===== config.mk =====
export PLATFORM = sky130hd
export DESIGN_NAME = dimmer_ctrl
export DESIGN_NICKNAME = d
export VERILOG_FILES = /design/src/rtl/dimmer_pkg.sv /design/src/rtl/dimmer_ctrl_btn_step.sv /design/src/rtl/dimmer_ctrl.sv
export SDC_FILE = /design/constraint.sdc
export NUM_CORES = 1
export LEC_CHECK = 0
export BUFFER_PORTS_ARGS = -buffer_cell sky130_fd_sc_hd__clkbuf_2
export CORE_AREA = 2 2 142 144
export DETAILED_ROUTE_END_ITERATION = 6
export DIE_AREA = 0 0 144 146
export GPL_TIMING_DRIVEN = 0
export PLACE_DENSITY = 0.62
export SYNTH_ARGS = -nofsm -noshare
export SYNTH_HDL_FRONTEND = slang
export SYNTH_HIERARCHICAL = 1
export SYNTH_SLANG_ARGS = --single-unit

===== constraint.sdc =====
create_clock -name clk -period 3.2 [get_ports clk]
set_clock_uncertainty 0.05 [all_clocks]
set_input_delay 0.48 -clock clk [delete_from_list [all_inputs] [get_ports clk]]
set_output_delay 0.48 -clock clk [all_outputs]
set_load 0.1 [all_outputs]

===== src/rtl/dimmer_pkg.sv =====
// Shared constants and step-FSM encoding for the LED dimmer front end.
// The PWM stage imports the same duty width and full-scale value.
package dimmer_pkg;

   localparam int DUTY_W       = 19;
   localparam int DUTY_MAX     = 500_000;
   localparam int STEP         = 50_000;
   localparam int DEBOUNCE_CYC = 1_000_000;
   localparam int HOLD_CYC     = 25_000_000;
   localparam int REPEAT_CYC   = 5_000_000;

   typedef enum logic [1:0] {
      ST_IDLE = 2'd0,
      ST_HOLD = 2'd1,
      ST_RPT  = 2'd2
   } step_st_e;

   // Counter width able to hold values 0..n-1, never narrower than one bit.
   function automatic int cnt_w(input int n);
      return (n > 1) ? $clog2(n) : 1;
   endfunction

endpackage


===== src/rtl/dimmer_ctrl_btn_step.sv =====
// One push-button channel: 2-FF synchroniser, debounce filter and
// press/hold/auto-repeat FSM producing a registered one-cycle step pulse.
module btn_step #(
   parameter int DEBOUNCE_CYC = dimmer_pkg::DEBOUNCE_CYC,
   parameter int HOLD_CYC     = dimmer_pkg::HOLD_CYC,
   parameter int REPEAT_CYC   = dimmer_pkg::REPEAT_CYC
) (
   input  logic clk,
   input  logic rst_n,
   input  logic btn_i,
   output logic step_o
);
   import dimmer_pkg::*;

   localparam int DB_W   = cnt_w(DEBOUNCE_CYC);
   localparam int TM_MAX = (HOLD_CYC > REPEAT_CYC) ? HOLD_CYC : REPEAT_CYC;
   localparam int TM_W   = cnt_w(TM_MAX);

   localparam logic [DB_W-1:0] DB_LAST   = DB_W'(DEBOUNCE_CYC - 1);
   localparam logic [TM_W-1:0] HOLD_LAST = TM_W'(HOLD_CYC - 1);
   localparam logic [TM_W-1:0] RPT_LAST  = TM_W'(REPEAT_CYC - 1);

   logic            sync1_q, sync2_q;
   logic            deb_q, deb_d;
   logic [DB_W-1:0] db_cnt_q, db_cnt_d;
   step_st_e        st_q, st_d;
   logic [TM_W-1:0] tm_q, tm_d;
   logic            step_q, step_d;

   always_ff @(posedge clk or negedge rst_n) begin
      if (!rst_n) begin
         sync1_q <= 1'b0;
         sync2_q <= 1'b0;
      end else begin
         sync1_q <= btn_i;
         sync2_q <= sync1_q;
      end
   end

   // Counter only advances while the synced level disagrees with the
   // accepted level, so any bounce back restarts the qualification window.
   always_comb begin
      deb_d    = deb_q;
      db_cnt_d = '0;
      if (sync2_q != deb_q) begin
         if (db_cnt_q == DB_LAST) begin
            deb_d    = sync2_q;
            db_cnt_d = '0;
         end else begin
            db_cnt_d = db_cnt_q + 1'b1;
         end
      end
   end

   always_ff @(posedge clk or negedge rst_n) begin
      if (!rst_n) begin
         deb_q    <= 1'b0;
         db_cnt_q <= '0;
      end else begin
         deb_q    <= deb_d;
         db_cnt_q <= db_cnt_d;
      end
   end

   // IDLE is only ever entered with the debounced level low, so seeing it
   // high there is exactly the rising edge.
   always_comb begin
      st_d   = st_q;
      tm_d   = tm_q;
      step_d = 1'b0;
      case (st_q)
         ST_IDLE: begin
            if (deb_q) begin
               step_d = 1'b1;
               st_d   = ST_HOLD;
               tm_d   = '0;
            end
         end
         ST_HOLD: begin
            if (!deb_q) begin
               st_d = ST_IDLE;
               tm_d = '0;
            end else if (tm_q == HOLD_LAST) begin
               step_d = 1'b1;
               st_d   = ST_RPT;
               tm_d   = '0;
            end else begin
               tm_d = tm_q + 1'b1;
            end
         end
         ST_RPT: begin
            if (!deb_q) begin
               st_d = ST_IDLE;
               tm_d = '0;
            end else if (tm_q == RPT_LAST) begin
               step_d = 1'b1;
               tm_d   = '0;
            end else begin
               tm_d = tm_q + 1'b1;
            end
         end
         default: begin
            st_d = ST_IDLE;
            tm_d = '0;
         end
      endcase
   end

   always_ff @(posedge clk or negedge rst_n) begin
      if (!rst_n) begin
         st_q   <= ST_IDLE;
         tm_q   <= '0;
         step_q <= 1'b0;
      end else begin
         st_q   <= st_d;
         tm_q   <= tm_d;
         step_q <= step_d;
      end
   end

   assign step_o = step_q;

endmodule


===== src/rtl/dimmer_ctrl.sv =====
// Dimmer front end: two debounced buttons drive a saturating duty-compare
// word for the PWM stage, with registered full/empty flags.
module dimmer_ctrl #(
   parameter int DUTY_W       = dimmer_pkg::DUTY_W,
   parameter int DUTY_MAX     = dimmer_pkg::DUTY_MAX,
   parameter int STEP         = dimmer_pkg::STEP,
   parameter int DEBOUNCE_CYC = dimmer_pkg::DEBOUNCE_CYC,
   parameter int HOLD_CYC     = dimmer_pkg::HOLD_CYC,
   parameter int REPEAT_CYC   = dimmer_pkg::REPEAT_CYC
) (
   input  logic              clk,
   input  logic              rst_n,
   input  logic              btn_up,
   input  logic              btn_down,
   output logic [DUTY_W-1:0] duty,
   output logic              at_max,
   output logic              at_min
);
   import dimmer_pkg::*;

   localparam logic [DUTY_W:0]   MAX_X  = (DUTY_W + 1)'(DUTY_MAX);
   localparam logic [DUTY_W:0]   STEP_X = (DUTY_W + 1)'(STEP);
   localparam logic [DUTY_W-1:0] MAX_V  = DUTY_W'(DUTY_MAX);

   logic              up_step, dn_step;
   logic [DUTY_W-1:0] duty_q, duty_d;
   logic              at_max_q, at_max_d;
   logic              at_min_q, at_min_d;
   logic [DUTY_W:0]   duty_x, sum_x, diff_x;

   btn_step #(
      .DEBOUNCE_CYC (DEBOUNCE_CYC),
      .HOLD_CYC     (HOLD_CYC),
      .REPEAT_CYC   (REPEAT_CYC)
   ) u_up (
      .clk    (clk),
      .rst_n  (rst_n),
      .btn_i  (btn_up),
      .step_o (up_step)
   );

   btn_step #(
      .DEBOUNCE_CYC (DEBOUNCE_CYC),
      .HOLD_CYC     (HOLD_CYC),
      .REPEAT_CYC   (REPEAT_CYC)
   ) u_dn (
      .clk    (clk),
      .rst_n  (rst_n),
      .btn_i  (btn_down),
      .step_o (dn_step)
   );

   // One extra bit on every compare and add so nothing can wrap.
   assign duty_x = {1'b0, duty_q};
   assign sum_x  = duty_x + STEP_X;
   assign diff_x = duty_x - STEP_X;

   always_comb begin
      duty_d = duty_q;
      if (up_step && !dn_step) begin
         if (duty_x > (MAX_X - STEP_X)) duty_d = MAX_V;
         else                           duty_d = sum_x[DUTY_W-1:0];
      end else if (dn_step && !up_step) begin
         if (duty_x < STEP_X) duty_d = '0;
         else                 duty_d = diff_x[DUTY_W-1:0];
      end
      at_max_d = (duty_d == MAX_V);
      at_min_d = (duty_d == '0);
   end

   always_ff @(posedge clk or negedge rst_n) begin
      if (!rst_n) begin
         duty_q   <= '0;
         at_max_q <= 1'b0;
         at_min_q <= 1'b1;
      end else begin
         duty_q   <= duty_d;
         at_max_q <= at_max_d;
         at_min_q <= at_min_d;
      end
   end

   assign duty   = duty_q;
   assign at_max = at_max_q;
   assign at_min = at_min_q;

endmodule


; Word level (Yosys, flattened, before mapping)
; Cells that the tools add are included.
; W data, S select, Z words.
[op_classes]
add_sub_neg = 6
n_mul = 0
div_mod_pow = 0
magnitude_cmp = 2
n_eq_ne = 19
shift = 0
mux = 42
n_bitwise = 0
n_reduce_logical = 11
[op_table]
columns = cell, n
row1 = $mux W25, 10
row2 = $pmux W25 S3, 2
row3 = $mux W20, 4
row4 = $mux W19, 4
row5 = $add A25 B1 Y25 const B, 2
row6 = $eq A25 B23 Y1 const B, 2
row7 = $eq A25 B25 Y1 const B, 2
row8 = $add A20 B1 Y20 const B, 2
row9 = $eq A20 B20 Y1 const B, 2
row10 = $add A19 B16 Y19 const B, 1
row11 = $eq A19 B19 Y1 const B, 1
row12 = $gt A19 B19 Y1 const B, 1
row13 = $logic_not A19 Y1, 1
row14 = $lt A19 B16 Y1 const B, 1
row15 = $sub A19 B16 Y19 const B, 1
row16 = $mux W2, 8
row17 = $pmux W2 S3, 2
row18 = $mux W1, 10
row19 = $ne A3 B3 Y1 const B, 2
row20 = $pmux W1 S3, 2
row21 = $reduce_and A3 Y1, 2
row22 = $eq A2 B1 Y1 const B, 2
row23 = $eq A2 B2 Y1 const B, 2
row24 = $logic_not A2 Y1, 2
row25 = 6 further kinds, 12
[word_totals]
regBits = 123
latch_bits = 0
ramBits = 0
mem_bits_ro = 0
in_bits = 4
output_inout_bits = 21
wordCells = 97
memories = 0

; Longest topological paths before layout
[logic_depth]
word_depth = 5
ltp_mapped = 9
ltp_nobuf = 9

; By module
; Netlist, hierarchy kept.
[modules_own_cells]
columns = module, instances, cells_per_inst, area_each_um2
row1 = btn_step (u_dn), 1, 346, 3034.2
row2 = btn_step (u_up), 1, 334, 2916.5
row3 = dimmer_ctrl, 1, 218, 1775.5

; Worst setup path before layout
; OpenSTA, ideal clock, no wires.
[synth_timing]
kind = register to register
from = reg duty_q[12], in the netlist duty[12]
to = reg at_max_q, in the netlist at_max
setup_ps = 68
t_arrival_ps = 2869
required_ps = 3082
slack_ps = 213
path_stages_with_launch = 9
n_path_buf = 1
synth_period_minus_slack_ps = 2987
cell_sequence = dfrtp_1 -> buf_6 -> or4_4 -> a211oi_4 -> nand2_2 -> a2111oi_2 -> o2111ai_1 -> nor4_2 -> and4_1
[synth_between]
elab_chain_len = 5
elab_cells_between_ends = 9
cone_classes = add/sub (2) / order compare (2) / eq/ne (1) / mux (4)
[synth_rtl]
columns = item, line_no
row1 = start: declaration, dimmer_ctrl.sv:26  ; logic [DUTY_W-1:0] duty_q, duty_d;
row2 = start signal: assignment, dimmer_ctrl.sv:77  ; duty_q <= duty_d;
row3 = $sub A19 B16 Y19 or $lt A19 B16 Y1 (tied branches), "dimmer_ctrl.sv:56, dimmer_ctrl.sv:64"
row4 = $mux W19, dimmer_ctrl.sv:64  ; if (duty_x < STEP_X) duty_d = '0;
row5 = $mux W19, dimmer_ctrl.sv:63  ; end else if (dn_step && !up_step) begin
row6 = $mux W19 (*), dimmer_ctrl.sv:60  ; if (up_step && !dn_step) begin
row7 = $eq A19 B19 Y1 (*), dimmer_ctrl.sv:67  ; at_max_d = (duty_d == MAX_V);
row8 = via at_max_d, dimmer_ctrl.sv:27  ; logic at_max_q, at_max_d;
row9 = end signal: assignment, dimmer_ctrl.sv:78  ; at_max_q <= at_max_d;
row10 = end: declaration, dimmer_ctrl.sv:27
; Mark *: on every way through the listed nets, which the timed path passes. The rest lies on a longest branch.
; A chain may end at the register's enable or synchronous reset.

; Worst setup path in the final report
; Ends and elaborated chain as after synthesis.

==> metrics.yaml <==
regArea_um2: 3080
drive_above_1_share_pct: 11.5
slowest_delay_ns: 0.56
nets: 962
p_total_mw: 3.54
clkTransAtPathRegs_ns: 0.06
syn_area_um2: 7730
routabilityCongestion: 0.948
fmax_ghz: 0.342
final.setup.tns_ns: 0
synth_seq_cells: 123
rsz0062_at_grt: "false"
outcome: "complete, no violations"
grt_max_degree: 100
drv_cap: 0
peakVddDrop_uv: 380
syn_area_per_cell_um2: 8.60
grt_pass1_wl_um: 32200
initial_core_util_pct: 40.0
finish.utilization_pct: 45.6
r2r_slack_ns: 0.27
synth-async-reset-ratio_pct: 100
slowest_stage: "or4_4"
ys_types: 74
chipWidth_um: 144
io_buffer_count: 24
cts_root_buf: "clkbuf_16"
p_leak_nw: 3.65
grt_use_total_pct: 18.8
cp-end-kind: "register"
cp_max_fo: 7
clock_latency_ns: 0.42
finalSetupViolCount: 0
cts_sinks: 123
drc: 0
synth_edf_count: 0
num_antenna_cells: 0
synthTopCellsByArea: "dfrtp_1 (40%), nand2_1 (6.8%), nor2_1 (4.3%), xnor2_1 (4.1%), nor4_1 (2.6%)"
multiInputGateArea_um2: 4290
yosys.area.top_type: "dfrtp_1"
grt-ovfl-total: 0
hpwl_um: 13000
synthCells: 898
crit_required_ns: 3.51
met1_length_um: 8800
grt_antenna_before_repair: 0
r2r_cells: 8
synth_nets: 917
viasPerCell: 5.59
yosysWarnings: 6
finalCritPeriodShare_pct: 91.4
cts_buffers: 17
wl_per_cell_um: 15.4
topRoutingLayerUsed: "met4"
vias: 6823
worstMarginPinSlew_ns: 0.877
drt_iter0_markers: 501
worstHoldStart: "btn_down"
crit_path_cell_trace: "buf_6 -> or4_4 -> a211oi_4 -> nand2_2 -> a2111oi_2 -> o2111ai_1 -> nor4_2 -> and4_1"
r2r_start: "duty[12]"
final_max_slew_viol_count: 0
cp.arrival_ns: 3.23
cts_tree: "yes"
dr_wl_met2_um: 8930
hold_violations: 0
path_class: "reg2reg"
dieArea_um2: 21000
min_path_cells: 1
coreArea_um2: 19300
clock_tree.buffer_depth: 2
ios: 25
wl_met3_um: 823
wl_um: 18900
placed_area_um2: 8210
min_path_type: "in2reg"
p_per_area_nw_per_um2: 402
rows: 51
nFillCells: 1875
area_growth_pct: 14.1
fin_area_um2: 8820
timing.rr.end: "at_max"
ant_nets: 0
yosysTopAreaCellShare_pct: 39.5
start_kind: "register"
drt_first_pass_iters: 7
max-slew-margin-rel_pct: 41.1
cts_htree_levels: 4
min_to: "u_dn/sync1_q"
grt_pass1_vias: 6508
period_needed_ns: 2.93
dieHeight_um: 146
ys_seq_area_share_pct: 39.9
synth_flop_cell: "dfrtp_1"
[report_power, final]
part / internal, mW / switching [mW]
Combinational: 0.0160 / 0.0466
Clock: 1.17 / 0.745
Sequential: 1.56 / 0.00581
Total: 2.75 / 0.797
[cell type report]
| class | instances | share of cell area, % |
|---|---|---|
| Timing Repair Buffer | 26 | 1.89 |
| Inverter | 37 | 1.57 |
| Tap cell | 265 | 3.76 |
| Clock inverter | 14 | 1.66 |
| Multi-Input combinational cell | 690 | 48.6 |
| Sequential cell | 123 | 34.9 |
| Clock buffer | 18 | 4.98 |
| Buffer | 48 | 2.58 |
[Yosys cell counts (all sizes together) (4+ instances only)]
master / count
nand4bb: 4
o221ai: 15
nor3: 22
o22ai: 22
nand3: 38
and3: 13
o2111ai: 10
clkbuf: 35
nor2b: 12
a2111oi: 4
a21boi: 6
o311ai: 6
xor2: 15
or4: 9
or2: 8
o31ai: 4
a21oi: 19
nand4: 22
nor2: 90
nor3b: 4
and4: 9
nand2: 140
o21a: 8
xnor2: 36
buf: 13
a211oi: 4
dfrtp: 122
o31a: 14
ha: 15
a31oi: 5
or3: 10
o211ai: 14
and2: 21
inv: 37
nor4: 35
o21ai: 25
[state kept, by name, indices dropped and copies added (netlist names)]
name           count
u_up/tm_q         25
at_max             1
duty              19
u_up/step_o        1
u_dn/tm_q         25
u_up/sync2_q       1
u_up/db_cnt_q     20
at_min             1
u_up/sync1_q       1
u_dn/deb_q         1
u_dn/step_o        1
u_dn/st_q          2
u_dn/db_cnt_q     20
u_up/st_q          2
u_dn/sync1_q       1
u_dn/sync2_q       1
u_up/deb_q         1
[cell families after synthesis]
group	count (synthesis)	share of synthesized area, %
simple gates	449	29.9
compound gates	172	16.8
mux	3	0.437
fa+ha+maj	15	2.43
buf+inv	85	4.74
xor+xnor	51	5.78
flops	123	39.9
[how the worst max path moves through the flow]
stage / startpoint / end / slack (ns) / cells after the start
detailed placement: duty[1] / at_min / 0.12 / 7
global placement: rst_n / duty[14] / -0.48 / 1
finish: duty[12] / at_max / 0.27 / 8
CTS: duty[0] / at_max / 0.11 / 7
floorplan: duty[12] / at_max / 0.21 / 8
global route: duty[16] / at_max / 0.02 / 8
[through the flow]
stage,setup slack [ns],hold slack (ns),std cells
6_report,0.274,0.115,1221
5_1_grt,0.0232,0.0850,1221
4_1_cts,0.111,0.0977,1221
3_5_place_dp,0.124,0.290,1188
3_3_place_gp,-0.481,0.284,1187
2_1_floorplan,0.213,0.134,898
[placed cells by master, fill, tap and decap left out, drive strengths merged, types with 21 or more instances in the layout]
cell	Yosys	routed
dfrtp	122	122
o21ai	25	25
and2	21	21
nor3	22	22
nand4	22	22
o22ai	22	22
xnor2	36	36
clkbuf	35	77
nand2	140	140
nor2	90	90
inv	37	38
nor4	35	35
nand3	38	38
[routing by layer]
layer / vias to the layer above / track usage, %
li1: 3339 / -
met1: 3298 / 25.5
met2: 164 / 30.0
met3: 22 / 4.15
met4: 0 / 5.93
met5: - / 0
[worst max-delay path: cells and delay by family, from the launching register on]
family / cells / cell delay, ns
DFF: 1 / 0.39
and+or+nand+nor: 4 / 1.25
AOI/OAI and AO/OA: 3 / 1.02
buffers and inverters: 1 / 0.14
[what timing repair did]
| action | in CTS | in global routing |
|---|---|---|
| resized for setup | 0 | 2 |
| endpoints found under the hold margin | 24 | 0 |
| buffers inserted | 0 | 0 |
| setup endpoints to repair | 0 | 2 |
| hold buffers | 1 | 0 |
Note: power is estimated with default switching activity, not from simulation.
